==> src/rtl/mem_access_stage.sv <==
// Memory stage: load/store over a req/ack data port with timeout, stalling upstream while busy.
// Optional MEM_ALIGN_CHECK_EN rejects misaligned halfword/word accesses with mem_err.
module mem_access_stage #(
  parameter int unsigned MAX_WAIT = 16,
  parameter int unsigned DATA_W   = 32
) (
  input  logic              clock,
  input  logic              reset,
  input  logic              valid_mem,
  input  logic [DATA_W-1:0] insn,
  input  logic [DATA_W-1:0] alu_result,
  input  logic [DATA_W-1:0] rt_data,
  output logic              stall,
  output logic              mem_req,
  output logic              mem_we,
  output logic [DATA_W-1:0] mem_addr,
  output logic [3:0]        mem_be,
  output logic [DATA_W-1:0] mem_wdata,
  input  logic              mem_ack,
  input  logic [DATA_W-1:0] mem_rdata,
  output logic              wb_valid,
  output logic [DATA_W-1:0] wb_data,
  output logic [DATA_W-1:0] wb_insn,
  output logic              mem_err
);

  localparam logic [5:0] OP_LB  = 6'b100000;
  localparam logic [5:0] OP_LH  = 6'b100001;
  localparam logic [5:0] OP_LW  = 6'b100011;
  localparam logic [5:0] OP_LBU = 6'b100100;
  localparam logic [5:0] OP_LHU = 6'b100101;
  localparam logic [5:0] OP_SB  = 6'b101000;
  localparam logic [5:0] OP_SH  = 6'b101001;
  localparam logic [5:0] OP_SW  = 6'b101011;
  localparam logic [7:0] LIMIT  = 8'(MAX_WAIT - 1);

  typedef enum logic {IDLE, ACCESS} state_e;

  state_e      state_q, state_d;
  logic [7:0]  cnt_q, cnt_d;
  logic        req_q, req_d;
  logic        we_q, we_d;
  logic [31:0] addr_q, addr_d;
  logic [3:0]  be_q, be_d;
  logic [31:0] wdata_q, wdata_d;
  logic        wbv_q, wbv_d;
  logic [31:0] wbd_q, wbd_d;
  logic [31:0] wbi_q, wbi_d;
  logic        err_q, err_d;
  logic [5:0]  op_q, op_d;
  logic [1:0]  off_q, off_d;
  logic [31:0] ins_q, ins_d;

  logic [5:0]  opc;
  logic [1:0]  off;
  logic        is_ld, is_st, is_mem, is_b, is_h;
  logic        misal, issue;
  logic [3:0]  be_n;
  logic [31:0] wdata_n;
  logic [7:0]  lb;
  logic [15:0] lh;
  logic        sx;
  logic [31:0] ld_val;

  assign opc = insn[31:26];
  assign off = alu_result[1:0];

  always_comb begin
    is_ld = 1'b0;
    is_st = 1'b0;
    case (opc)
      OP_LB, OP_LH, OP_LW, OP_LBU, OP_LHU: is_ld = 1'b1;
      OP_SB, OP_SH, OP_SW:                 is_st = 1'b1;
      default: ;
    endcase
  end

  assign is_mem = is_ld | is_st;
  assign is_b   = opc[1:0] == 2'b00;
  assign is_h   = opc[1:0] == 2'b01;

`ifdef MEM_ALIGN_CHECK_EN
  assign misal = is_mem &&
                 ((is_h && off[0]) || (!is_b && !is_h && off != 2'b00));
`else
  assign misal = 1'b0;
`endif

  assign issue = valid_mem && is_mem && !misal;

  // Lane 0 is the most significant byte.
  always_comb begin
    be_n    = 4'b1111;
    wdata_n = rt_data;
    if (is_b) begin
      be_n    = 4'b1000 >> off;
      wdata_n = {4{rt_data[7:0]}};
    end else if (is_h) begin
      be_n    = off[1] ? 4'b0011 : 4'b1100;
      wdata_n = {2{rt_data[15:0]}};
    end
  end

  always_comb begin
    unique case (off_q)
      2'd0: lb = mem_rdata[31:24];
      2'd1: lb = mem_rdata[23:16];
      2'd2: lb = mem_rdata[15:8];
      2'd3: lb = mem_rdata[7:0];
    endcase
    lh = off_q[1] ? mem_rdata[15:0] : mem_rdata[31:16];
    sx = !op_q[2];
    unique case (op_q[1:0])
      2'b00:   ld_val = {{24{sx & lb[7]}}, lb};
      2'b01:   ld_val = {{16{sx & lh[15]}}, lh};
      default: ld_val = mem_rdata;
    endcase
  end

  always_comb begin
    state_d = state_q;
    cnt_d   = cnt_q;
    req_d   = req_q;
    we_d    = we_q;
    addr_d  = addr_q;
    be_d    = be_q;
    wdata_d = wdata_q;
    wbv_d   = 1'b0;
    wbd_d   = wbd_q;
    wbi_d   = wbi_q;
    err_d   = 1'b0;
    op_d    = op_q;
    off_d   = off_q;
    ins_d   = ins_q;
    stall   = 1'b0;
    unique case (state_q)
      IDLE: begin
        if (issue) begin
          stall   = 1'b1;
          state_d = ACCESS;
          cnt_d   = 8'd0;
          req_d   = 1'b1;
          we_d    = is_st;
          addr_d  = {alu_result[31:2], 2'b00};
          be_d    = be_n;
          wdata_d = wdata_n;
          op_d    = opc;
          off_d   = off;
          ins_d   = insn;
        end else if (valid_mem && misal) begin
          err_d = 1'b1;
        end else if (valid_mem) begin
          wbv_d = 1'b1;
          wbd_d = alu_result;
          wbi_d = insn;
        end
      end
      ACCESS: begin
        stall = !mem_ack;
        if (mem_ack) begin
          state_d = IDLE;
          cnt_d   = 8'd0;
          req_d   = 1'b0;
          wbv_d   = 1'b1;
          wbi_d   = ins_q;
          wbd_d   = we_q ? 32'd0 : ld_val;
        end else if (cnt_q == LIMIT) begin
          // Ack in the limit cycle still completes normally above.
          state_d = IDLE;
          cnt_d   = 8'd0;
          req_d   = 1'b0;
          err_d   = 1'b1;
        end else begin
          cnt_d = cnt_q + 8'd1;
        end
      end
    endcase
    if (reset) stall = 1'b0;
  end

  always_ff @(posedge clock) begin
    if (reset) begin
      state_q <= IDLE;
      cnt_q   <= 8'd0;
      req_q   <= 1'b0;
      we_q    <= 1'b0;
      addr_q  <= 32'd0;
      be_q    <= 4'd0;
      wdata_q <= 32'd0;
      wbv_q   <= 1'b0;
      wbd_q   <= 32'd0;
      wbi_q   <= 32'd0;
      err_q   <= 1'b0;
      op_q    <= 6'd0;
      off_q   <= 2'd0;
      ins_q   <= 32'd0;
    end else begin
      state_q <= state_d;
      cnt_q   <= cnt_d;
      req_q   <= req_d;
      we_q    <= we_d;
      addr_q  <= addr_d;
      be_q    <= be_d;
      wdata_q <= wdata_d;
      wbv_q   <= wbv_d;
      wbd_q   <= wbd_d;
      wbi_q   <= wbi_d;
      err_q   <= err_d;
      op_q    <= op_d;
      off_q   <= off_d;
      ins_q   <= ins_d;
    end
  end

  assign mem_req   = req_q;
  assign mem_we    = we_q;
  assign mem_addr  = addr_q;
  assign mem_be    = be_q;
  assign mem_wdata = wdata_q;
  assign wb_valid  = wbv_q;
  assign wb_data   = wbd_q;
  assign wb_insn   = wbi_q;
  assign mem_err   = err_q;

endmodule

==> config.mk <==
export PLATFORM = sky130hd
export DESIGN_NAME = mem_access_stage
export DESIGN_NICKNAME = d
export VERILOG_FILES = /design/src/rtl/mem_access_stage.sv
export SDC_FILE = /design/constraint.sdc
export NUM_CORES = 1
export LEC_CHECK = 0
export CAP_MARGIN = 25
export CORE_MARGIN = 4
export CORE_UTILIZATION = 42
export CTS_BUF_LIST = sky130_fd_sc_hd__clkbuf_16
export CTS_CLUSTER_SIZE = 24
export DETAILED_ROUTE_END_ITERATION = 8
export GPL_TIMING_DRIVEN = 0
export PLACE_DENSITY_LB_ADDON = 0.05
export SYNTH_ARGS = -nofsm -noshare
export SYNTH_HDL_FRONTEND = slang
export SYNTH_SLANG_ARGS = --single-unit
==> constraint.sdc <==
create_clock -name clock -period 1.8 [get_ports clock]
set_clock_uncertainty 0.15 [all_clocks]
set_input_delay 0.18 -clock clock [delete_from_list [all_inputs] [get_ports clock]]
set_output_delay 0.18 -clock clock [all_outputs]
set_load 0.005 [all_outputs]
# Word level (Yosys, flattened, before mapping)

Cells that the tools add are included.

Output and inout bits: 137
Logic and storage cells: 90
Flip-flop bits (word level): 180

Reduce and logical (&&, ||, !) cells: 11
$add $sub $neg: 1
Muxes and demuxes: 40
Bitwise logic cells: 4
Equality and inequality tests: 19
Shift operators: 1

Operators with widths:

| kind                                                 | number |
|---|---|
| 2-to-1 mux 32 bit                                    | 9 |
| case mux 32 bit (2 select lines)                     | 3 |
| equality test 6 bit (second input constant)          | 8 |
| case mux 8 bit (4 select lines)                      | 1 |
| 2-to-1 mux 8 bit                                     | 3 |
| 2-to-1 mux 16 bit                                    | 1 |
| case mux 8 bit (2 select lines)                      | 1 |
| 2-to-1 mux 1 bit                                     | 14 |
| 2-to-1 mux 4 bit                                     | 3 |
| case mux 1 bit (2 select lines)                      | 5 |
| adder 8 x 1 -> 8 bit (second input constant)         | 1 |
| equality test 8 x 4 -> 1 bit (second input constant) | 1 |
| != test 2 bit (second input constant)                | 4 |
| equality test 2 x 1 -> 1 bit (second input constant) | 3 |
| zero test 2 bit                                      | 3 |
| OR reduction 5 bit                                   | 1 |
| equality test 2 bit (second input constant)          | 2 |
| AND reduction 2 bit                                  | 2 |
| right shift 4 x 2 -> 4 bit (first input constant)    | 1 |
| != test 3 x 2 -> 1 bit (second input constant)       | 1 |
| AND reduction 3 bit                                  | 1 |
| OR reduction 3 bit                                   | 1 |
| AND 1 bit                                            | 2 |
| zero test 1 bit                                      | 2 |
| 3 further kinds                                      | 3 |

# Longest topological paths before layout

Gate-level depths: netlist of the first run.

Word-level depth: 8
Mapped depth: 7

# Worst setup path after synthesis of the first run

OpenSTA, ideal clock, no wires.

Kind: flip-flop to flip-flop
Start point: register off_q[1]
End point: register wbd_q[22], in the netlist wb_data[22]
Setup time: 0.122 ns
Cell stages (with the launch flop): 7
Slack: -0.041 ns
Arrival time: 1.570 ns
Path buffers: 2
Cell sequence: dfxtp_1 buf_2 mux2_2 a21oi_1 buf_2 a21o_1 a2bb2oi_1

Longest elaborated chain between the ends: 7

Ends and longest elaborated chain:

| item                                        | RTL line | RTL |
|---|---|---|
| from (decl)                                 | 51       | `logic [1:0] off_q, off_d;` |
| from (signal assigned)                      | 195      | `off_q <= 2'd0;` |
| from (signal assigned)                      | 210      | `off_q <= off_d;` |
| equality test 2 bit (tied with other cells) | 105      | `unique case (off_q)` |
| case mux 8 bit (4 select lines)             | 105      |  |
| AND 1 bit                                   | 114      | `2'b00: ld_val = {{24{sx & lb[7]}}, lb};` |
| case mux 32 bit (2 select lines) *          | 113      | `unique case (op_q[1:0])` |
| 2-to-1 mux 32 bit *                         | 166      | `wbd_d = we_q ? 32'd0 : ld_val;` |
| 2-to-1 mux 32 bit *                         | 160      | `if (mem_ack) begin` |
| case mux 32 bit (2 select lines) *          | 136      | `unique case (state_q)` |
| to (signal assigned)                        | 206      | `wbd_q <= wbd_d;` |
| to (decl)                                   | 47       | `logic [31:0] wbd_q, wbd_d;` |

Mark *: on every way between the ends. The rest lies on a longest branch, timed or not. The select of a mux whose other input is x is not followed.
A chain may end at the register's enable or synchronous reset.

# Worst setup path in the final report of the first run

Start point: input port insn[31]
End point: output port stall

Longest elaborated chain between the ends: 8

Ends and longest elaborated chain:

| item                                                     | RTL line | RTL |
|---|---|---|
| from (decl)                                              | 10       | `input logic [DATA_W-1:0] insn,` |
| equality test 6 bit                                      | 71       | `case (opc)` |
| OR reduction 5 bit or OR reduction 3 bit (tied branches) | 71       |  |
| 2-to-1 mux 1 bit                                         | 71       |  |
| bitwise OR 1 bit *                                       | 78       | `assign is_mem = is_ld \| is_st;` |
| logical AND 1 bit *                                      | 89       | `assign issue = valid_mem && is_mem && !misal;` |
| 2-to-1 mux 1 bit *                                       | 138      | `if (issue) begin` |
| case mux 1 bit (2 select lines) *                        | 136      |  |
| 2-to-1 mux 1 bit *                                       | 178      | `if (reset) stall = 1'b0;` |
| to (decl)                                                | 13       | `output logic stall,` |

Mark *: on every way between the ends. The rest lies on a longest branch, timed or not.

==> results.py, run 1 <==
metrics = {
    "run_status": {
        "status": "finished, violations left",
        "failed_checks": "setup timing",
    },
    "yosys": {
        "synthSimpleGateAreaFrac_pct": 20.2,
        "muxShareOfSynthArea_pct": 7.47,
        "synth_edf_count": 0,
        "ys.flop_type": "dfxtp_1",
        "yosysTopAreaCell": "dfxtp_1",
        "async_flop_share_pct": 0,
        "yosys.cell_types.count": 51,
        "synth.area.top_cells": "dfxtp_1 44%, nand2_1 9.2%, mux2i_1 6.9%",
        "syn_avg_cell_area_um2": 8.20,
        "synth_top_family_by_area": "compound AO/OA/AOI/OAI gates",
        "ys_ff_latch": 177,
        "synthXorXnorAreaFrac_pct": 0.110,
        "synth-compound-area-share_pct": 22.8,
        "synth_fa_ha_area_share_pct": 0.157,
        "syn_inst": 972,
        "synth_top_area_share_pct": 44.5,
        "yosys_warnings": 0,
        "synthesis.area_um2": 7970,
        "ys_seq_area_share_pct": 44.5,
    },
    "critical_path": {
        "crit_path_end_kind": "primary output",
        "cp-start-kind": "input port",
        "r2r-start": "state_q$_SDFF_PP0_",
        "worstSetupPathType": "input port to primary output",
        "setup.worst_path.end": "stall",
        "worstRegToRegCells": 9,
        "crit_path_start": "insn[31]",
        "reg2reg_slack_ps": -200,
        "critPathArrivalTime_ps": 1710,
        "reg2reg_to": "ins_q[28]$_SDFFE_PP0P_",
        "required_ps": 1470,
        "timing.critical_path.fanout_max": 3,
    },
    "timing": {
        "finalWorstSetupSlack_ps": -243,
        "tightest_slew_ps": 775,
        "min_period_ps": 2040,
        "slew_viol_final": 0,
        "max_slew_margin_pct": 47.7,
        "rsz0062_at_grt": "true",
        "min_period_over_period_pct": 113,
        "setup_viol": 98,
        "max_clock_freq_mhz": 490,
        "hold_viol_final": 0,
    },
    "final_layout": {
        "diodes": 0,
        "stdcell_area_um2": 12600,
        "drive_gt1_share_pct": 17.6,
        "fin_util_pct": 67.5,
        "final_cells": 1529,
        "regArea_um2": 3550,
        "syn2layout_area_growth_pct": 58.4,
        "multi_input_area_um2": 4580,
        "num-fill-cells": 1582,
        "fin_nets": 1416,
    },
    "floorplanning": {
        "die_h_um": 146,
        "fp.coreArea_um2": 18700,
        "rows": 50,
        "dieArea_um2": 21200,
        "io_pins": 269,
        "initial_utilization_pct": 42.6,
        "fp.dieW_um": 146,
    },
    "clock_tree": {
        "cts-root-buf": "clkbuf_16",
        "clkTransAtPathRegs_ps": 70,
        "cts.sinks": 177,
        "clk_latency_ps": 440,
        "cts_made_buffers": 17,
        "clk_path_buf_depth": 2,
        "htree_levels": 4,
        "cts_tree": "built",
    },
    "drt": {
        "avgRoutedWirePerCell_um": 19.7,
        "vias": 8338,
        "viasPerCell": 5.45,
        "first_pass_iters": 5,
        "antenna_left": 0,
        "totalWireLength_mm": 30.1,
        "drc_errors": 0,
        "drt_iter0_drc": 463,
    },
    "grt": {
        "grt_max_degree": 17,
        "grt_usage_pct": 26.0,
        "grt.overflow.total": 0,
        "antenna_found_initial": 0,
        "grt_pass1_vias": 7709,
        "grt_pass1_wl_mm": 43.7,
    },
    "placed_design": {
        "dpl_cell_area_um2": 10900,
        "place.gp.congestion": 0.902,
        "portBuffers": 266,
        "place_inst": 1473,
        "hpwl_mm": 21.4,
    },
    "power": {
        "power.leakage_nw": 4.53,
        "vdd_drop_max_uv": 684,
        "power.density_nw_per_um2": 757,
    },
    "hold_path": {
        "hp-class": "input port to flop",
        "hold_depth": 3,
    },
    "run": {
        "cap_viol_max_count": 0,
    },
}
-- layer usage --
layer / wire [um] / vias up / GRT usage [%]
li1: - / 4075 / -
met1: 13300 / 3927 / 35.2
met2: 14000 / 296 / 41.1
met3: 2170 / 40 / 7.07
met4: 669 / 0 / 6.98
met5: 0 / - / 0
-- worst min path at each step --
stage	start	to
finish	insn[29]	wb_insn[29]$_SDFFE_PP0P_
global route	insn[29]	wb_insn[29]$_SDFFE_PP0P_
CTS	alu_result[25]	mem_addr[25]$_SDFFE_PP0P_
detailed placement	mem_wdata[1]$_SDFFE_PP0P_	mem_wdata[1]$_SDFFE_PP0P_
global placement	mem_addr[8]$_SDFFE_PP0P_	mem_addr[8]$_SDFFE_PP0P_
floorplan	insn[0]	ins_q[0]$_SDFFE_PP0P_
-- power breakdown --
group | total (mW) | switching [mW] | internal, mW
clock | 3.62 | 1.70 | 1.92
combinational | 1.73 | 0.798 | 0.930
sequential | 4.21 | 0.109 | 4.10
-- flip-flops by register name, summed over array words and instances, names as in the netlist --
signal,count
cnt_q,8
ins_q,30
mem_addr,30
mem_be,4
mem_err,1
mem_req,1
mem_wdata,32
mem_we,1
off_q,2
op_q,2
state_q,1
wb_data,32
wb_insn,32
wb_valid,1
-- cells by family (layout without fill, tap and decap cells) --
family / Yosys count / count (layout)
XOR/XNOR: 1 / 1
other: 1 / 2
buffers and inverters: 90 / 412
AND/OR/NAND/NOR: 356 / 356
flip-flops: 177 / 177
multiplexers: 59 / 59
adder cells (fa/ha/maj): 1 / 1
AO/OA/AOI/OAI: 287 / 287
-- critical path: stages --
cell and delay [ps]:
clkdlybuf4s50_1 500, nor2b_1 280, nand4_1 200, clkbuf_8 190, clkbuf_16 140, o21ai_2 90, buf_2 120
-- cells in the final DEF, fill, tap and decap left out, drive strengths merged, types with 17 or more instances in the layout --
cell,synthesis,final
mux2i,55,55
nand2,195,195
and2,17,17
a311oi,17,17
clkdlybuf4s50,0,262
nor3,60,60
a21o,17,17
a21oi,92,92
clkbuf,63,63
o21ai,69,69
nor2,31,31
nor2b,19,19
a211oi,48,48
dfxtp,177,177
buf,23,65
-- Yosys cell counts (6+ instances only) --
master and number:
nor3_1 60, nor2_1 31, a21oi_1 92, dfxtp_1 177
buf_2 16, and2_1 17, a311oi_1 17, o22ai_1 6
nor2b_1 19, clkbuf_1 63, a2bb2oi_1 16, mux2i_1 55
a211oi_1 48, o2111ai_1 7, nand2b_1 13, a21o_1 17
o21ai_0 68, nand2_1 195
-- area by class of cell --
cell class                      instances  area share, %
Clock inverter                         14           1.02
Buffer                                 80           4.78
Timing Repair Buffer                  297           24.0
Clock buffer                           17           3.37
Multi-Input combinational cell        706           36.3
Tap cell                              234           2.32
Sequential cell                       177           28.1
Inverter                                4          0.119
-- repair_timing --
item | in CTS | in global routing
hold buffers | 0 | 1
cloned | 2 | 6
gates resized for setup | 103 | 177
buffers inserted | 16 | 8
pin swaps | 6 | 36
hold endpoints to repair | 0 | 2
setup endpoints to repair | 177 | 176
-- stage by stage --
stage | total power [mW] | setup slack, ps | hold slack (ps) | setup TNS (ps)
4_1_cts | 9.43 | -250 | 153 | -4390
3_5_place_dp | 5.80 | -1360 | 297 | -151020
5_1_grt | 9.88 | -308 | 49.3 | -18330
2_1_floorplan | 4.90 | 19.9 | 166 | 0
3_3_place_gp | 5.79 | -1440 | 291 | -145400
6_report | 9.56 | -243 | 44.3 | -7720
No activity file was read; power rests on OpenSTA's default activity.
==> inputs of run 2 (changes only) <==
--- a/config.mk
+++ b/config.mk
@@ -6,13 +6,13 @@
 export NUM_CORES = 1
 export LEC_CHECK = 0
 export CAP_MARGIN = 25
-export CORE_MARGIN = 4
+export CORE_MARGIN = 2
 export CORE_UTILIZATION = 42
 export CTS_BUF_LIST = sky130_fd_sc_hd__clkbuf_16
 export CTS_CLUSTER_SIZE = 24
 export DETAILED_ROUTE_END_ITERATION = 8
 export GPL_TIMING_DRIVEN = 0
-export PLACE_DENSITY_LB_ADDON = 0.05
+export PLACE_DENSITY = 0.88
 export SYNTH_ARGS = -nofsm -noshare
 export SYNTH_HDL_FRONTEND = slang
 export SYNTH_SLANG_ARGS = --single-unit
==> run 2 against run 1 <==
The flow still finishes with violations (setup timing). Combinational power barely moved. Sequential cell count stayed put. Clock power rose by 3%. Non-clock buffer count is 1 lower. Via count grew 5.7%. First-iteration DRC count rose by 59%. Power up 1.1%. Maximum frequency decreased by 4.7%.
==> results.py, run 2 (synthesis results as in run 1) <==
metrics = {
    "timing": {
        "finalWorstSetupSlack_ps": -343,
        "rsz0062_at_grt": "true",
        "max_slew_margin_pct": 52.5,
        "max_clock_freq_mhz": 467,
        "tightest_slew_ps": 704,
        "min_period_over_period_pct": 119,
        "slew_viol_final": 0,
        "setup_viol": 57,
        "final.setup.tns_ps": -3450,
        "min_period_ps": 2140,
        "hold_viol_final": 0,
    },
    "drt": {
        "viasPerCell": 5.75,
        "drt_iter0_drc": 737,
        "first_pass_iters": 7,
        "drc_errors": 0,
        "antenna_left": 0,
        "avgRoutedWirePerCell_um": 20.1,
        "totalWireLength_mm": 30.7,
        "vias": 8810,
    },
    "floorplanning": {
        "dieArea_um2": 20100,
        "fp.dieW_um": 142,
        "io_pins": 269,
        "initial_utilization_pct": 42.7,
        "rows": 50,
        "fp.coreArea_um2": 18600,
        "die_h_um": 142,
    },
    "placed_design": {
        "place.gp.congestion": 0.963,
        "dpl_cell_area_um2": 10900,
        "hpwl_mm": 22.1,
        "portBuffers": 266,
        "place_inst": 1473,
    },
    "clock_tree": {
        "holdBufCountCts": 0,
        "clk_latency_ps": 440,
        "clkTransAtPathRegs_ps": 70,
        "clk_path_buf_depth": 2,
        "htree_levels": 4,
        "cts_tree": "built",
        "cts-root-buf": "clkbuf_16",
        "cts_made_buffers": 17,
        "cts.sinks": 177,
    },
    "critical_path": {
        "timing.critical_path.fanout_max": 6,
        "path_cells": "buf_6 > nor2b_4 > nand4_1 > clkbuf_8 > clkbuf_16 > o21ai_4 > buf_2",
        "cp-start-kind": "flop",
        "crit_path_end_kind": "primary output",
        "cp_slowest_cell": "dfxtp_2",
        "required_ps": 1470,
        "critical_path.top_delay_family": "buffers and inverters",
        "slowest_delay_ps": 330,
        "cp_num_buf_inv": 4,
        "worstSetupPathType": "flop to primary output",
        "critPathArrivalTime_ps": 1810,
    },
    "grt": {
        "grt_usage_pct": 29.0,
        "grt_pass1_wl_mm": 45.4,
        "antenna_found_initial": 1,
        "grt_max_degree": 17,
        "grt.overflow.total": 0,
        "grt_pass1_vias": 8319,
    },
    "final_layout": {
        "final_common_cell": "clkdlybuf4s50_1",
        "final_cell_mix": "261 x clkdlybuf4s50_1, 195 x nand2_1, 172 x dfxtp_1",
        "final_cells": 1531,
        "regArea_um2": 3550,
        "fin_nets": 1415,
        "stdcell_area_um2": 12400,
        "syn2layout_area_growth_pct": 55.0,
        "fin_util_pct": 66.3,
        "num-fill-cells": 1478,
        "multi_input_area_um2": 4400,
        "drive_gt1_share_pct": 14.7,
    },
    "power": {
        "seqPwrFrac_pct": 43.7,
        "combPwrFrac_pct": 17.7,
        "sw_frac_of_total_pct": 26.8,
        "total_power_mw": 9.67,
        "power.share.clock_pct": 38.6,
        "internal_power_mw": 7.08,
        "switchingPower_mw": 2.59,
        "power.leakage_nw": 4.38,
        "power.density_nw_per_um2": 782,
        "vdd_drop_max_uv": 761,
    },
    "run_status": {
        "status": "finished, violations left",
        "failed_checks": "setup timing",
    },
    "hold_path": {
        "hp-class": "input port to flop",
    },
    "run": {
        "cap_viol_max_count": 0,
    },
}
run 2: changes by cell type in the layout (fill, tap and decap cells not counted), moves of 4 or more:
| cell | previous run | this run |
|---|---|---|
| o21ai_1 | 0 | 4 |
| nand2_4 | 12 | 0 |
| a311oi_1 | 10 | 16 |
| nor2_2 | 8 | 2 |
| nand2_1 | 178 | 195 |
| clkbuf_8 | 1 | 6 |
| o21ai_0 | 66 | 61 |
| nand2_2 | 5 | 0 |
| a311oi_2 | 7 | 1 |
| clkbuf_16 | 24 | 18 |
| nor2_4 | 6 | 0 |
| a21oi_2 | 20 | 10 |
| a21oi_1 | 71 | 81 |
| nor2_1 | 17 | 29 |
run 2: routing by layer:
| layer | vias up | GRT usage, % | wire length, um |
|---|---|---|---|
| met5 | - | 0 | 0 |
| met4 | 0 | 14.6 | 1600 |
| met3 | 118 | 7.19 | 2750 |
| met2 | 495 | 46.7 | 14300 |
| met1 | 4126 | 36.1 | 12100 |
| li1 | 4071 | - | - |
run 2: stage by stage:
step / hold slack, ps / setup WS (ps)
final: 34.4 / -343
after global routing: 40.8 / -346
after CTS: 166 / -269
after detailed placement: 297 / -1410
after global placement: 291 / -1410
after floorplan: 166 / 19.9
run 2: final cells by class:
type	count	area share, %
antenna	2	0.0405
buffer	80	4.78
clock buffer	17	3.44
clock inverter	15	1.29
inverter	4	0.122
multi-input combinational	706	35.6
sequential	177	28.7
tap	234	2.37
timing repair buffer	296	23.6
run 2: path summary, 6_finish.rpt:
check	start	endpoint	slack [ps]	depth (start not counted)
hold / removal	insn[29]	mem_we$_SDFFE_PP0P_	30	3
hold reg to reg	mem_wdata[7]$_SDFFE_PP0P_	mem_wdata[7]$_SDFFE_PP0P_	300	2
setup reg to reg	state_q$_SDFF_PP0_	mem_addr[30]$_SDFFE_PP0P_	-100	8
setup / recovery	state_q$_SDFF_PP0_	stall	-340	7
run 2: tightest hold or removal path, stage by stage:
cell	delay, ps
dlymetal6s2s_1	210
nand2_1	120
a21oi_1	70
run 2: what timing repair did:
item                                    4_1_cts  5_1_grt
endpoints found under the setup margin      173      174
gates resized for setup                     105      123
gates cloned                                  0        1
pin swaps                                     8       16
buffers inserted                             19       10
run 2: power by group through the flow:
| stage | Sequential, mW | Combinational, mW | Clock (mW) |
|---|---|---|---|
| after floorplan | 4.30 | 0.604 | 0 |
| after global placement | 4.29 | 1.49 | 0 |
| after detailed placement | 4.30 | 1.51 | 0 |
| after CTS | 4.22 | 1.58 | 3.76 |
| after global routing | 4.24 | 1.81 | 3.91 |
| final | 4.22 | 1.71 | 3.74 |
==> inputs of run 3 (changes only) <==
--- a/config.mk
+++ b/config.mk
@@ -8,7 +8,6 @@
 export CAP_MARGIN = 25
 export CORE_MARGIN = 2
 export CORE_UTILIZATION = 42
-export CTS_BUF_LIST = sky130_fd_sc_hd__clkbuf_16
 export CTS_CLUSTER_SIZE = 24
 export DETAILED_ROUTE_END_ITERATION = 8
 export GPL_TIMING_DRIVEN = 0
==> run 3 against run 2 <==
The flow still finishes with violations (setup timing). Clock power about the same. Sequential cell count unchanged. Via count decreased by 0.22%. Cell count unchanged. Hold slack improved by 3.2 ps. Utilization unchanged. Setup slack improved by 12 ps.
==> results.py, run 3 (synthesis results as in run 1) <==
metrics = {
    "grt": {
        "grt_usage_pct": 29.0,
        "grt_pass1_vias": 8319,
        "grt.overflow.total": 0,
        "grt_max_degree": 17,
        "grt_pass1_wl_mm": 45.4,
        "antenna_found_initial": 1,
    },
    "clock_tree": {
        "cts_made_buffers": 17,
        "clk_latency_ps": 430,
        "clkTransAtPathRegs_ps": 70,
        "htree_levels": 4,
        "cts_tree": "built",
        "cts.sinks": 177,
        "cts-root-buf": "clkbuf_16",
        "clk_path_buf_depth": 2,
    },
    "final_layout": {
        "drive_gt1_share_pct": 14.7,
        "regArea_um2": 3550,
        "multi_input_area_um2": 4400,
        "syn2layout_area_growth_pct": 55.0,
        "stdcell_area_um2": 12400,
        "num-fill-cells": 1478,
        "final_cell_mix": "261 x clkdlybuf4s50_1, 195 x nand2_1, 172 x dfxtp_1",
        "final_common_cell": "clkdlybuf4s50_1",
        "fin_nets": 1415,
    },
    "drt": {
        "antenna_left": 0,
        "totalWireLength_mm": 30.7,
        "drt_iter0_drc": 738,
        "first_pass_iters": 6,
        "viasPerCell": 5.74,
        "avgRoutedWirePerCell_um": 20.1,
        "drc_errors": 0,
        "vias": 8791,
    },
    "floorplanning": {
        "io_pins": 269,
        "initial_utilization_pct": 42.7,
        "rows": 50,
        "fp.coreArea_um2": 18600,
        "dieArea_um2": 20100,
        "fp.dieW_um": 142,
        "die_h_um": 142,
    },
    "critical_path": {
        "reg2reg_to": "mem_addr[30]$_SDFFE_PP0P_",
        "timing.critical_path.fanout_max": 6,
        "r2r-start": "state_q$_SDFF_PP0_",
        "worstSetupPathType": "flop to primary output",
        "cp-start-kind": "flop",
        "worstRegToRegCells": 8,
        "reg2reg_slack_ps": -90,
        "crit_path_end_kind": "primary output",
        "critPathArrivalTime_ps": 1800,
        "required_ps": 1470,
    },
    "timing": {
        "max_slew_margin_pct": 52.8,
        "tightest_slew_ps": 699,
        "setup_viol": 58,
        "finalWorstSetupSlack_ps": -331,
        "hold_ws_ps": 37.6,
        "min_period_ps": 2130,
        "hold_viol_final": 0,
        "min_period_over_period_pct": 118,
        "max_clock_freq_mhz": 469,
        "rsz0062_at_grt": "true",
        "slew_viol_final": 0,
    },
    "placed_design": {
        "portBuffers": 266,
        "place.gp.congestion": 0.963,
        "dpl_cell_area_um2": 10900,
        "hpwl_mm": 22.1,
        "place_ws_ps": -1410,
    },
    "power": {
        "power.density_nw_per_um2": 782,
        "total_power_mw": 9.67,
        "power.leakage_nw": 4.38,
        "vdd_drop_max_uv": 756,
    },
    "hold_path": {
        "min_to": "mem_we$_SDFFE_PP0P_",
        "hp-class": "input port to flop",
        "hp-start": "insn[29]",
        "hold_depth": 3,
    },
    "run_status": {
        "failed_checks": "setup timing",
        "status": "finished, violations left",
    },
    "run": {
        "cap_viol_max_count": 0,
    },
}
run 3: timing repair:
item | in CTS | in global routing
gates cloned | 0 | 1
gates resized for setup | 105 | 123
pin swaps | 8 | 16
hold buffers | 0 | 0
setup buffers | 19 | 10
endpoints found under the setup margin | 173 | 174
run 3: where the power goes:
| part | total, mW | internal, mW | switching, mW |
|---|---|---|---|
| registers | 4.22 | 4.10 | 0.117 |
| logic | 1.71 | 0.912 | 0.797 |
| clock network | 3.74 | 2.07 | 1.67 |
| total | 9.67 | 7.08 | 2.58 |
run 3: cell type report:
type,count,area share (%)
clock buffer,18,3.47
multi-input combinational,706,35.6
sequential,177,28.7
tap,234,2.37
timing repair buffer,296,23.6
clock inverter,14,1.26
buffer,80,4.78
antenna,2,0.0405
inverter,4,0.122
run 3: worst max-delay path by stage:
stage	start	endpoint	slack, ps	cells after the start
after global routing	state_q$_SDFF_PP0_	stall	-350	7
after CTS	state_q$_SDFF_PP0_	stall	-270	7
after global placement	insn[27]	stall	-1410	7
final	state_q$_SDFF_PP0_	stall	-330	7
after floorplan	off_q[0]$_SDFFE_PP0P_	wb_data[22]$_SDFFE_PP0P_	20	5
after detailed placement	insn[27]	stall	-1410	7
run 3: critical path, stage by stage, from the launching register on:
cell and delay, ps:
dfxtp_2 330, buf_6 130, nor2b_4 140, nand4_1 180, clkbuf_8 200, clkbuf_16 140
o21ai_4 120, buf_2 130
run 3: per-layer routing:
layer	up-vias	share of wire, %	track usage, %
met5	-	0	0
met4	0	5.2	14.6
met3	120	9.1	7.19
met2	493	47	46.7
met1	4106	39	36.1
li1	4072	-	-
run 3: per-stage QoR:
step,utilization (%),TNS [ps],std cells
after detailed placement,58.6,-149740,1473
after global placement,58.6,-143840,1473
final,66.3,-3430,1531
after CTS,63.8,-12330,1520
after floorplan,-,0,973
after global routing,66.3,-8950,1530
